`src/rtl/alu16_seq_ctrl.sv`:
```
// rtl/alu16_seq_ctrl.sv - command sequencer for ALU16 with a 16-step non-restoring divide
module alu16_seq_ctrl #(
  parameter int DIV_ITER = 16
) (
  input  logic        clk,
  input  logic        reset,
  input  logic        cmd_valid,
  output logic        cmd_ready,
  input  logic [3:0]  cmd_op,
  input  logic [15:0] cmd_a,
  input  logic [15:0] cmd_b,
  output logic [15:0] alu_a,
  output logic [15:0] alu_b,
  output logic [3:0]  alu_op,
  input  logic [15:0] alu_out,
  output logic        rsp_valid,
  input  logic        rsp_ready,
  output logic [15:0] rsp_result,
  output logic [15:0] rsp_rem,
  output logic        rsp_zero,
  output logic        rsp_err
);

  localparam int         CW     = $clog2(DIV_ITER + 1);
  localparam logic [3:0] OP_ADD = 4'd0;
  localparam logic [3:0] OP_SUB = 4'd1;
  localparam logic [3:0] OP_DIV = 4'd12;
  localparam logic [3:0] OP_NOP = 4'd15;

  typedef enum logic [2:0] {S_IDLE, S_PASS, S_DIV, S_FIX, S_RESP} state_t;

  state_t        state;
  logic [3:0]    op_q;
  logic [15:0]   a_q;     // operand A, shifts into the quotient during DIV
  logic [15:0]   b_q;     // operand B, the divisor M during DIV/FIX
  logic [15:0]   r_q;     // signed partial remainder
  logic [CW-1:0] iter_q;
  logic [15:0]   fix_rem;

  assign cmd_ready = (state == S_IDLE) && !reset;
  assign fix_rem   = r_q[15] ? alu_out : r_q;

  always_comb begin
    alu_a  = '0;
    alu_b  = '0;
    alu_op = OP_NOP;
    case (state)
      S_PASS: begin
        alu_a  = a_q;
        alu_b  = b_q;
        alu_op = op_q;
      end
      S_DIV: begin
        alu_a  = {r_q[14:0], a_q[15]};
        alu_b  = b_q;
        alu_op = r_q[15] ? OP_ADD : OP_SUB;
      end
      S_FIX: begin
        // a negative final remainder gets M added back once
        if (r_q[15]) begin
          alu_a  = r_q;
          alu_b  = b_q;
          alu_op = OP_ADD;
        end
      end
      default: ;
    endcase
  end

  always_ff @(posedge clk) begin
    if (reset) begin
      state      <= S_IDLE;
      op_q       <= OP_NOP;
      a_q        <= '0;
      b_q        <= '0;
      r_q        <= '0;
      iter_q     <= '0;
      rsp_valid  <= 1'b0;
      rsp_result <= '0;
      rsp_rem    <= '0;
      rsp_zero   <= 1'b0;
      rsp_err    <= 1'b0;
    end else begin
      case (state)
        S_IDLE: begin
          if (cmd_valid) begin
            op_q   <= cmd_op;
            a_q    <= cmd_a;
            b_q    <= cmd_b;
            r_q    <= '0;
            iter_q <= CW'(DIV_ITER);
            if (cmd_op <= 4'd11) begin
              state <= S_PASS;
            end else if (cmd_op == OP_DIV && cmd_b != 16'h0000 && cmd_b < 16'h4000) begin
              state <= S_DIV;
            end else begin
              rsp_result <= '0;
              rsp_rem    <= '0;
              rsp_zero   <= 1'b0;
              rsp_err    <= 1'b1;
              rsp_valid  <= 1'b1;
              state      <= S_RESP;
            end
          end
        end
        S_PASS: begin
          rsp_result <= alu_out;
          rsp_rem    <= '0;
          rsp_zero   <= (alu_out == 16'h0000);
          rsp_err    <= 1'b0;
          rsp_valid  <= 1'b1;
          state      <= S_RESP;
        end
        S_DIV: begin
          r_q    <= alu_out;
          a_q    <= {a_q[14:0], ~alu_out[15]};
          iter_q <= iter_q - CW'(1);
          if (iter_q == CW'(1)) state <= S_FIX;
        end
        S_FIX: begin
          r_q        <= fix_rem;
          rsp_result <= a_q;
          rsp_rem    <= fix_rem;
          rsp_zero   <= (a_q == 16'h0000);
          rsp_err    <= 1'b0;
          rsp_valid  <= 1'b1;
          state      <= S_RESP;
        end
        S_RESP: begin
          if (rsp_ready) begin
            rsp_valid <= 1'b0;
            state     <= S_IDLE;
          end
        end
        default: state <= S_IDLE;
      endcase
    end
  end

endmodule

```
`config.mk`:
```
export PLATFORM = sky130hd
export DESIGN_NAME = alu16_seq_ctrl
export DESIGN_NICKNAME = d
export VERILOG_FILES = /design/src/rtl/alu16_seq_ctrl.sv
export SDC_FILE = /design/constraint.sdc
export NUM_CORES = 1
export LEC_CHECK = 0
export ABC_AREA = 1
export CORE_MARGIN = 2
export CORE_UTILIZATION = 40
export DETAILED_ROUTE_END_ITERATION = 7
export GPL_TIMING_DRIVEN = 0
export PLACE_DENSITY_LB_ADDON = 0.3
export SLEW_MARGIN = 20
export SYNTH_ARGS = -nofsm -noshare
export SYNTH_HDL_FRONTEND = slang
export SYNTH_SLANG_ARGS = --single-unit
```
`constraint.sdc`:
```
create_clock -name clk -period 4.7 [get_ports clk]
set_input_delay 1.41 -clock clk [delete_from_list [all_inputs] [get_ports clk]]
set_output_delay 1.41 -clock clk [all_outputs]
set_load 0.02 [all_outputs]
```
==> results of run 1 <==
## where the power goes
group | internal, mW | leakage (nW) | total (mW) | switching (mW)
Sequential | 0.977 | 0.781 | 1.06 | 0.0848
Combinational | 0.501 | 1.77 | 1.22 | 0.717
Clock | 0.381 | 0.132 | 0.683 | 0.302
Total | 1.86 | 2.68 | 2.96 | 1.10
## stage by stage
stage	cells	instance area (µm²)	power, mW	setup WS [ns]
6_report	1033	6630	2.96	0.173
5_1_grt	1033	6630	3.13	0.106
4_1_cts	1033	6630	2.97	0.175
3_5_place_dp	1019	6360	2.29	0.183
3_3_place_gp	1019	6360	2.27	0.180
2_1_floorplan	745	4910	1.82	1.38
## worst min-delay path, stage by stage (launching register included)
cell and delay, ns:
dfxtp_1 0.30, inv_1 0.06, a21oi_1 0.05
## final cells by class
cell class	count	area share, %
multi-input combinational	514	36.6
sequential	95	28.7
timing repair buffer	127	19.2
inverter	88	4.98
clock buffer	13	3.93
buffer	48	3.76
tap	147	2.78
clock inverter	1	0.0755
## sequential cells by signal, indices dropped and copies added, names as in the netlist
| register | flops |
|---|---|
| a_q | 16 |
| rsp_valid | 1 |
| rsp_zero | 1 |
| op_q | 4 |
| rsp_rem | 16 |
| r_q | 16 |
| rsp_err | 1 |
| iter_q | 5 |
| rsp_result | 16 |
| state | 3 |
| b_q | 16 |
## metal layers
metal	part of all wire [%]	GRT usage, %	up-vias	wire length, µm
met3	7.0	4.22	34	1090
met2	45	37.7	212	6990
met1	46	33.0	2453	7200
met4	2.7	10.2	0	425
met5	0	0	-	0
li1	-	-	2717	-
## logic make-up (layout without fill, tap and decap cells)
family	after synthesis	after routing
adders and majority gates	2	2
xor gates and xnor gates	2	2
buffers and inverters	136	277
DFF	95	95
and+or+nand+nor	303	303
AOI/OAI and AO/OA	207	207
## cell usage in the layout, fill, tap and decap left out, drive strengths merged
cell / count
inv: 88
o2111ai: 1
a21oi: 105
xnor2: 1
buf: 29
dfxtp: 95
xor2: 1
nand3: 44
o211ai: 3
clkbuf: 32
clkinv: 1
nor2: 114
nand2: 132
o221ai: 15
nor3: 4
o22ai: 1
o21ai: 82
ha: 2
clkdlybuf4s50: 127
nand4: 7
nand3b: 1
or2: 1
## how the worst min path moves through the flow
stage | end | start
global route | b_q[11]$_SDFFE_PP0P_ | b_q[11]$_SDFFE_PP0P_
finish | b_q[11]$_SDFFE_PP0P_ | b_q[11]$_SDFFE_PP0P_
detailed placement | b_q[12]$_SDFFE_PP0P_ | b_q[12]$_SDFFE_PP0P_
global placement | rsp_err$_SDFFE_PP0P_ | rsp_err$_SDFFE_PP0P_
CTS | b_q[12]$_SDFFE_PP0P_ | b_q[12]$_SDFFE_PP0P_
floorplan | op_q[2]$_SDFFE_PP1P_ | op_q[2]$_SDFFE_PP1P_
==> flow_summary.toml, run 1 <==
[pwr]
p_leak_nw = 2.68
power_density_nw_per_um2 = 447
ir_worst_vdd_uv = 198

[sta]
max-slew-margin-rel_pct = 62.0
rsz0062_at_grt = "false"
slew_violations = 0
worst_slew_pin_slew_ns = 0.569
setup_viol = 0
finClkSkew_ns = 0.00780
final.period_utilization_pct = 96.3
holdWs_ns = 0.454
setup_tns_ns = 0
fmax_mhz = 221
hold_violations = 0
finalCriticalPeriod_ns = 4.53

[setup_path]
cp.arrival_ns = 3.12
crit_fanout = 10
crit_family = "buffers and inverters"
cp-endpoint = "cmd_ready"
cp_data_required_time_ns = 3.29
max_stage_delay_ns = 0.58
critPathLaunchType = "input pin"
path_class = "input pin to output pin"
r2r-start = "state[2]$_SDFFE_PP0P_"
cp_cell_sequence = "clkdlybuf4s50_1, clkbuf_1, nor2_1, clkdlybuf4s50_1"
r2r_slack_ns = 2.86
path_common_cell = "clkdlybuf4s50_1"
r2r-end = "rsp_zero$_SDFFE_PP0P_"
crit_path_end_kind = "output pin"
startpoint = "reset"
r2r_cells = 9
crit_cells = 4
critical_path_buf_inv_count = 3
cp_slowest_cell = "clkdlybuf4s50_1"

[synth]
yosys_warnings = 0
yosys.area.top_type = "dfxtp_1"
seq_area_frac_synth_pct = 38.8
yosys.cell_count.top_type = "nand2_1"
synth-compound-area-share_pct = 22.5
yosys.area_share.adder_pct = 0.510
synth_fp_nets = 803
async_reset_ff_share_pct = 0
synth_common_cells = "nand2_1 (131), nor2_1 (107), a21oi_1 (105)"
synth_xor_area_share_pct = 0.357
syn_inst = 745
synth_top_area_share_pct = 38.8
synth_area_per_cell_um2 = 6.59
ys_dominant_reg_cell = "dfxtp_1"
netlist_area_um2 = 4910
synthMuxAreaShare_pct = 0
synth_edf_count = 0
synth_simple_gate_area_share_pct = 26.0
yosysUniqueCellTypes = 30
synth_area_leaders = "dfxtp_1 (39%), a21oi_1 (11%), nand2_1 (10%)"
synth_top_family_by_area = "simple AND/OR/NAND/NOR gates"
ys_ff_latch = 95

[outcome]
status = "completed"

[detailed_routing]
ant_nets = 0
drt-initial-drc-count = 532
wl_per_cell_um = 15.2
drt_first_pass_iters = 5
viasPerCell = 5.24
num_vias = 5416
wirelength_um = 15700
drc = 0

[clocking]
clkLatencyLatePin_ns = 0.35
cts_max_level = 3
cts.path.max_buffers = 2
post_cts_buffers = 0
cts_resized = 0
clkTransAtPathRegs_ns = 0.06
tritoncts = "built"
numCtsBuffers = 9
holdBufCountCts = 0
root_buffer = "clkbuf_16"
cts_sinks = 95

[global_routing]
grt_pass1_wl_um = 24600
grt_overflow = 0
grt_pass1_vias = 4944
antenna_found_initial = 0
grt_usage_pct = 24.1
grt_max_degree = 14

[floorplanning]
die-width_um = 115
ios = 128
rows = 40
core_um2 = 12000
dieArea_um2 = 13200
start_util_pct = 40.8
die_h_um = 115

[finish]
layout-drive-gt1-share_pct = 6.66
postLayoutCoreUtil_pct = 55.2
syn2layout_area_growth_pct = 35.1
n_antenna_cell = 0
n_fill_cell = 1241
multiInputGateArea_um2 = 2420
nets = 941
register_area_um2 = 1900

[hold_path]
hold_class = "flip-flop to flip-flop"
holdPathStages = 2

[placed_design]
hpwl_um = 12000
portBuffers = 127
gp_congestion = 0.937

[job]
maxCapViolCount = 0
Power figures use the tool's default switching activity.
==> run 2: changes to the inputs <==
CORE_UTILIZATION = 53   (was 40)
==> run 2 against run 1 <==
Compared with the run above:
- via count increased by 4.0%
- sequential cell count stayed put
- clock skew up 0.0060 ns
- cell count decreased by 3.4%
- sequential share of layout area increased by 0.56 points
- critical path type unchanged
- largest cell class unchanged
- highest routed layer unchanged
==> flow_summary.toml, run 2 (same netlist as run 1, synthesis figures left out) <==
[floorplanning]
core_um2 = 9110
die_h_um = 100
rows = 35
ios = 128
start_util_pct = 53.9
die-width_um = 100
dieArea_um2 = 10000

[sta]
hold_violations = 0
finClkSkew_ns = 0.0138
rsz0062_at_grt = "false"
max-slew-margin-rel_pct = 55.0
finalCriticalPeriod_ns = 4.52
setup_tns_ns = 0
fmax_mhz = 221
final.period_utilization_pct = 96.3
worst_slack_ns = 0.176
setup_viol = 0
slew_violations = 0
worst_slew_pin_slew_ns = 0.674

[setup_path]
crit_family = "buffers and inverters"
critPathLaunchType = "input pin"
r2r-start = "state[2]$_SDFFE_PP0P_"
r2r_cells = 9
startpoint = "reset"
path_common_cell = "clkdlybuf4s50_1"
path_class = "input pin to output pin"
r2r_slack_ns = 2.80
critical_path_buf_inv_count = 3
crit_path_end_kind = "output pin"
cp.arrival_ns = 3.11
cp_cell_sequence = "clkdlybuf4s50_1, clkbuf_1, nor2_1, clkdlybuf4s50_1"
cp_data_required_time_ns = 3.29
r2r-end = "rsp_rem[14]$_SDFFE_PP0P_"
crit_fanout = 10
cp_slowest_cell = "clkdlybuf4s50_1"
max_stage_delay_ns = 0.57

[detailed_routing]
viasPerCell = 5.65
wirelength_um = 16600
drt-initial-drc-count = 489
num_vias = 5635
drt_first_pass_iters = 5
drc = 0
ant_nets = 0
wl_per_cell_um = 16.7

[placed_design]
dp.cells = 983
hpwl_um = 12700
portBuffers = 127
gp_congestion = 0.941
pre_cts_slack_ns = 0.211

[pwr]
power_frac_comb_pct = 44.2
intPower_mw = 1.70
power_density_nw_per_um2 = 434
p_seq_share_pct = 37.5
net-switching-power_mw = 1.13
ir_worst_vdd_uv = 257
switching_share_pct = 40.0
pwr-share-clk_pct = 18.3
p_leak_nw = 2.63

[clocking]
clkLatencyLatePin_ns = 0.37
cts_resized = 0
cts_sinks = 95
cts_max_level = 3
holdBufCountCts = 0
post_cts_buffers = 0
numCtsBuffers = 9
tritoncts = "built"
clkTransAtPathRegs_ns = 0.08
root_buffer = "clkbuf_8"
cts.path.max_buffers = 2

[finish]
final_cell_mix = "nand2_1 (131), clkdlybuf4s50_1 (127), nor2_1 (107)"
syn2layout_area_growth_pct = 32.5
mostFrequentLayoutCell = "nand2_1"
stdcell_count = 998
nets = 941
n_antenna_cell = 0
layout-drive-gt1-share_pct = 6.99

[hold_path]
hold_class = "flip-flop to flip-flop"
whs_endpoint = "rsp_err$_SDFFE_PP0P_"
holdPathStages = 2
hold_start = "rsp_err$_SDFFE_PP0P_"

[global_routing]
grt_pass1_wl_um = 26100
grt_pass1_vias = 5196
grt_overflow = 0
grt_max_degree = 16
antenna_found_initial = 0
grt_usage_pct = 33.3

[job]
maxCapViolCount = 0

[outcome]
status = "completed"
==> run 2: cell type report <==
class,count,area [µm²]
Tap cell,111,139
Buffer,48,249
Multi-Input combinational cell,514,2420
Clock inverter,4,31.3
Inverter,88,330
Sequential cell,95,1900
Fill cell,795,2610
Clock buffer,11,151
Timing Repair Buffer,127,1270
==> run 2: metal layers <==
metal | part of all wire, % | track usage, % | wire, µm | up-vias
met4 | 2.3 | 11.7 | 381 | 0
met5 | 0 | 0 | 0 | -
li1 | - | - | - | 2702
met2 | 46 | 53.4 | 7700 | 297
met1 | 42 | 44.5 | 7060 | 2602
met3 | 9.0 | 7.17 | 1500 | 34
==> run 2: how the worst max path moves through the flow <==
stage | endpoint | slack, ns | cells after the start
2_1_floorplan | cmd_ready | 1.38 | 2
3_3_place_gp | cmd_ready | 0.20 | 4
3_5_place_dp | cmd_ready | 0.21 | 4
4_1_cts | cmd_ready | 0.22 | 4
5_1_grt | cmd_ready | 0.13 | 4
6_report | cmd_ready | 0.18 | 4
==> run 2: through the flow <==
stage / power (mW) / instance area (µm²) / utilization (%) / hold slack, ns
2_1_floorplan: 1.82 / 4910 / - / 0.429
3_3_place_gp: 2.28 / 6320 / 69.3 / 0.438
3_5_place_dp: 2.30 / 6320 / 69.3 / 0.440
4_1_cts: 2.82 / 6500 / 71.3 / 0.460
5_1_grt: 2.99 / 6500 / 71.3 / 0.479
6_report: 2.82 / 6500 / 71.3 / 0.455
==> run 2: worst reg2reg max path: stages, from the launching register on <==
cell	delay [ns]
dfxtp_1	0.47
inv_2	0.11
nand2_2	0.15
a21oi_1	0.07
a21oi_1	0.27
buf_4	0.28
buf_4	0.21
nand3_1	0.13
nand2_1	0.10
nor2_1	0.04
==> run 2: power by group through the flow <==
stage / clock network, mW / registers, mW / logic [mW]
after floorplan: 0 / 1.18 / 0.640
after global routing: 0.552 / 1.08 / 1.36
after global placement: 0 / 1.07 / 1.21
final: 0.516 / 1.06 / 1.25
after CTS: 0.527 / 1.06 / 1.24
after detailed placement: 0 / 1.07 / 1.23
==> run 3: changes to the inputs <==
CORE_ASPECT_RATIO = 0.6   (was unset)
CORE_UTILIZATION = 44   (was 53)
clock period = 3.75 ns   (was 4.7 ns; I/O delays follow)
==> run 3 against run 2 <==
Compared with the run above:
- non-clock buffer count up 3
- combinational power is 25% higher
- cell area grew 3.5%
- power increased by 38%
- register-to-register slack got worse by 0.94 ns
- count of clock-buffer cells in the layout shrank 1
- wire length is 0.14% higher
- sequential share of layout area is 0.99 points lower
- largest cell class unchanged
- largest power group unchanged
==> flow_summary.toml, run 3 (same netlist as run 1, synthesis figures left out) <==
[setup_path]
max_stage_delay_ns = 0.64
path_class = "flip-flop to output pin"
r2r_cells = 9
startpoint = "state[0]$_SDFFE_PP0P_"
path_common_cell = "buf_2"
cp_data_required_time_ns = 2.62
cp.arrival_ns = 2.50
crit_path_end_kind = "output pin"
cp_cell_sequence = "inv_2, nor2_2, nand2_1, buf_2, buf_2, o221ai_1, clkdlybuf4s50_1"
critPathLaunchType = "flip-flop"
crit_fanout = 10
r2r-end = "rsp_rem[3]$_SDFFE_PP0P_"
cp_slowest_cell = "clkdlybuf4s50_1"
r2r_slack_ns = 1.86
cp-endpoint = "alu_a[4]"
r2r-start = "state[2]$_SDFFE_PP0P_"

[sta]
hold_violations = 0
setup_viol = 0
finClkSkew_ns = 0.00982
slew_violations = 0
worst_slack_ns = 0.121
worst_slew_pin_slew_ns = 0.640
holdWs_ns = 0.446
fmax_mhz = 276
max-slew-margin-rel_pct = 57.4
final.period_utilization_pct = 96.8
finalCriticalPeriod_ns = 3.63
rsz0062_at_grt = "false"

[placed_design]
hpwl_um = 13000
gp_congestion = 1.06
pre_cts_slack_ns = -0.252
place_area_um2 = 6350
portBuffers = 127

[pwr]
power_density_nw_per_um2 = 580
ir_worst_vdd_uv = 273
p_total_mw = 3.90
p_leak_nw = 2.84

[clocking]
holdBufCountCts = 0
cts.path.max_buffers = 2
clkLatencyLatePin_ns = 0.35
numCtsBuffers = 9
clkTransAtPathRegs_ns = 0.06
cts_sinks = 95
tritoncts = "built"
root_buffer = "clkbuf_16"
cts_max_level = 3

[finish]
final_cell_mix = "nand2_1 (131), clkdlybuf4s50_1 (120), nor2_1 (107)"
finalInstanceArea_um2 = 6730
nets = 944
layout-drive-gt1-share_pct = 7.52
syn2layout_area_growth_pct = 37.1
postLayoutCoreUtil_pct = 62.8
n_antenna_cell = 0
mostFrequentLayoutCell = "nand2_1"

[detailed_routing]
top_layer_used = "met4"
viasPerCell = 5.45
wl_per_cell_um = 16.2
met1_length_um = 8040
drt-initial-drc-count = 771
met3_length_um = 2250
num_vias = 5614
drc = 0
wirelength_um = 16700
wl_met2_um = 6220
ant_nets = 0
drt_first_pass_iters = 6

[global_routing]
grt_max_degree = 17
grt_overflow = 0
antenna_found_initial = 0
grt_usage_pct = 28.1
grt_pass1_wl_um = 26000
grt_pass1_vias = 4886

[floorplanning]
ios = 128
rows = 29
die-width_um = 140
start_util_pct = 45.8
core_um2 = 10700
die_h_um = 85.8
dieArea_um2 = 12000

[outcome]
status = "completed"

[hold_path]
hold_class = "flip-flop to flip-flop"

[job]
maxCapViolCount = 0
==> run 3: changes by cell type in the layout (fill, tap and decap cells not counted), sizes merged, moves of 2 or more <==
cell           change
buf                +3
bufinv             +2
clkdlybuf4s50      -7
dlymetal6s2s       +6
==> run 3: worst min path at each step <==
stage          slack (ns)                    to  cells after the start                 start
2_1_floorplan        0.43  op_q[2]$_SDFFE_PP1P_                      2  op_q[2]$_SDFFE_PP1P_
3_3_place_gp         0.44  rsp_err$_SDFFE_PP0P_                      2  rsp_err$_SDFFE_PP0P_
3_5_place_dp         0.44  rsp_err$_SDFFE_PP0P_                      2  rsp_err$_SDFFE_PP0P_
4_1_cts              0.45  rsp_err$_SDFFE_PP0P_                      2  rsp_err$_SDFFE_PP0P_
5_1_grt              0.47   b_q[1]$_SDFFE_PP0P_                      2   b_q[1]$_SDFFE_PP0P_
6_report             0.45  rsp_err$_SDFFE_PP0P_                      2  rsp_err$_SDFFE_PP0P_
==> run 3: metal layers <==
metal | GRT usage [%] | vias up
met2 | 36.7 | 326
met3 | 9.38 | 19
met5 | 3.64 | -
met4 | 6.52 | 0
met1 | 43.2 | 2553
li1 | - | 2716
==> run 3: area by class of cell <==
type	count	area (µm²)
fillers	969	3980
multi-input cells	514	2430
flip-flops and latches	95	1900
repair buffers	130	1310
inverters	88	330
plain buffers	48	253
clock buffers	10	239
well taps	139	174
clock inverters	6	91.3
==> run 3: what timing repair did <==
action,4_1_cts,5_1_grt
setup endpoints to repair,5,9
buffers inserted,3,0
cloned,0,0
pin swaps,1,0
gates resized for setup,3,7
==> run 3: metrics by stage <==
stage	TNS (ns)	instances
floorplan	0	745
global placement	-0.255	1011
detailed placement	-0.252	1011
CTS	0	1030
global route	0	1030
finish	0	1030
==> run 3: where the power goes <==
group | internal [mW] | switching (mW) | total, mW | leakage, nW
Clock | 0.606 | 0.403 | 1.01 | 0.157
Sequential | 1.22 | 0.109 | 1.33 | 0.781
Combinational | 0.625 | 0.935 | 1.56 | 1.90
Total | 2.45 | 1.45 | 3.90 | 2.84
==> run 3: worst max-delay path: cells and delay by family (launching register included) <==
| kind | cells | cell delay (ns) |
|---|---|---|
| AOI/OAI and AO/OA | 1 | 0.21 |
| DFF | 1 | 0.39 |
| and+or+nand+nor | 2 | 0.35 |
| buffers and inverters | 4 | 1.21 |
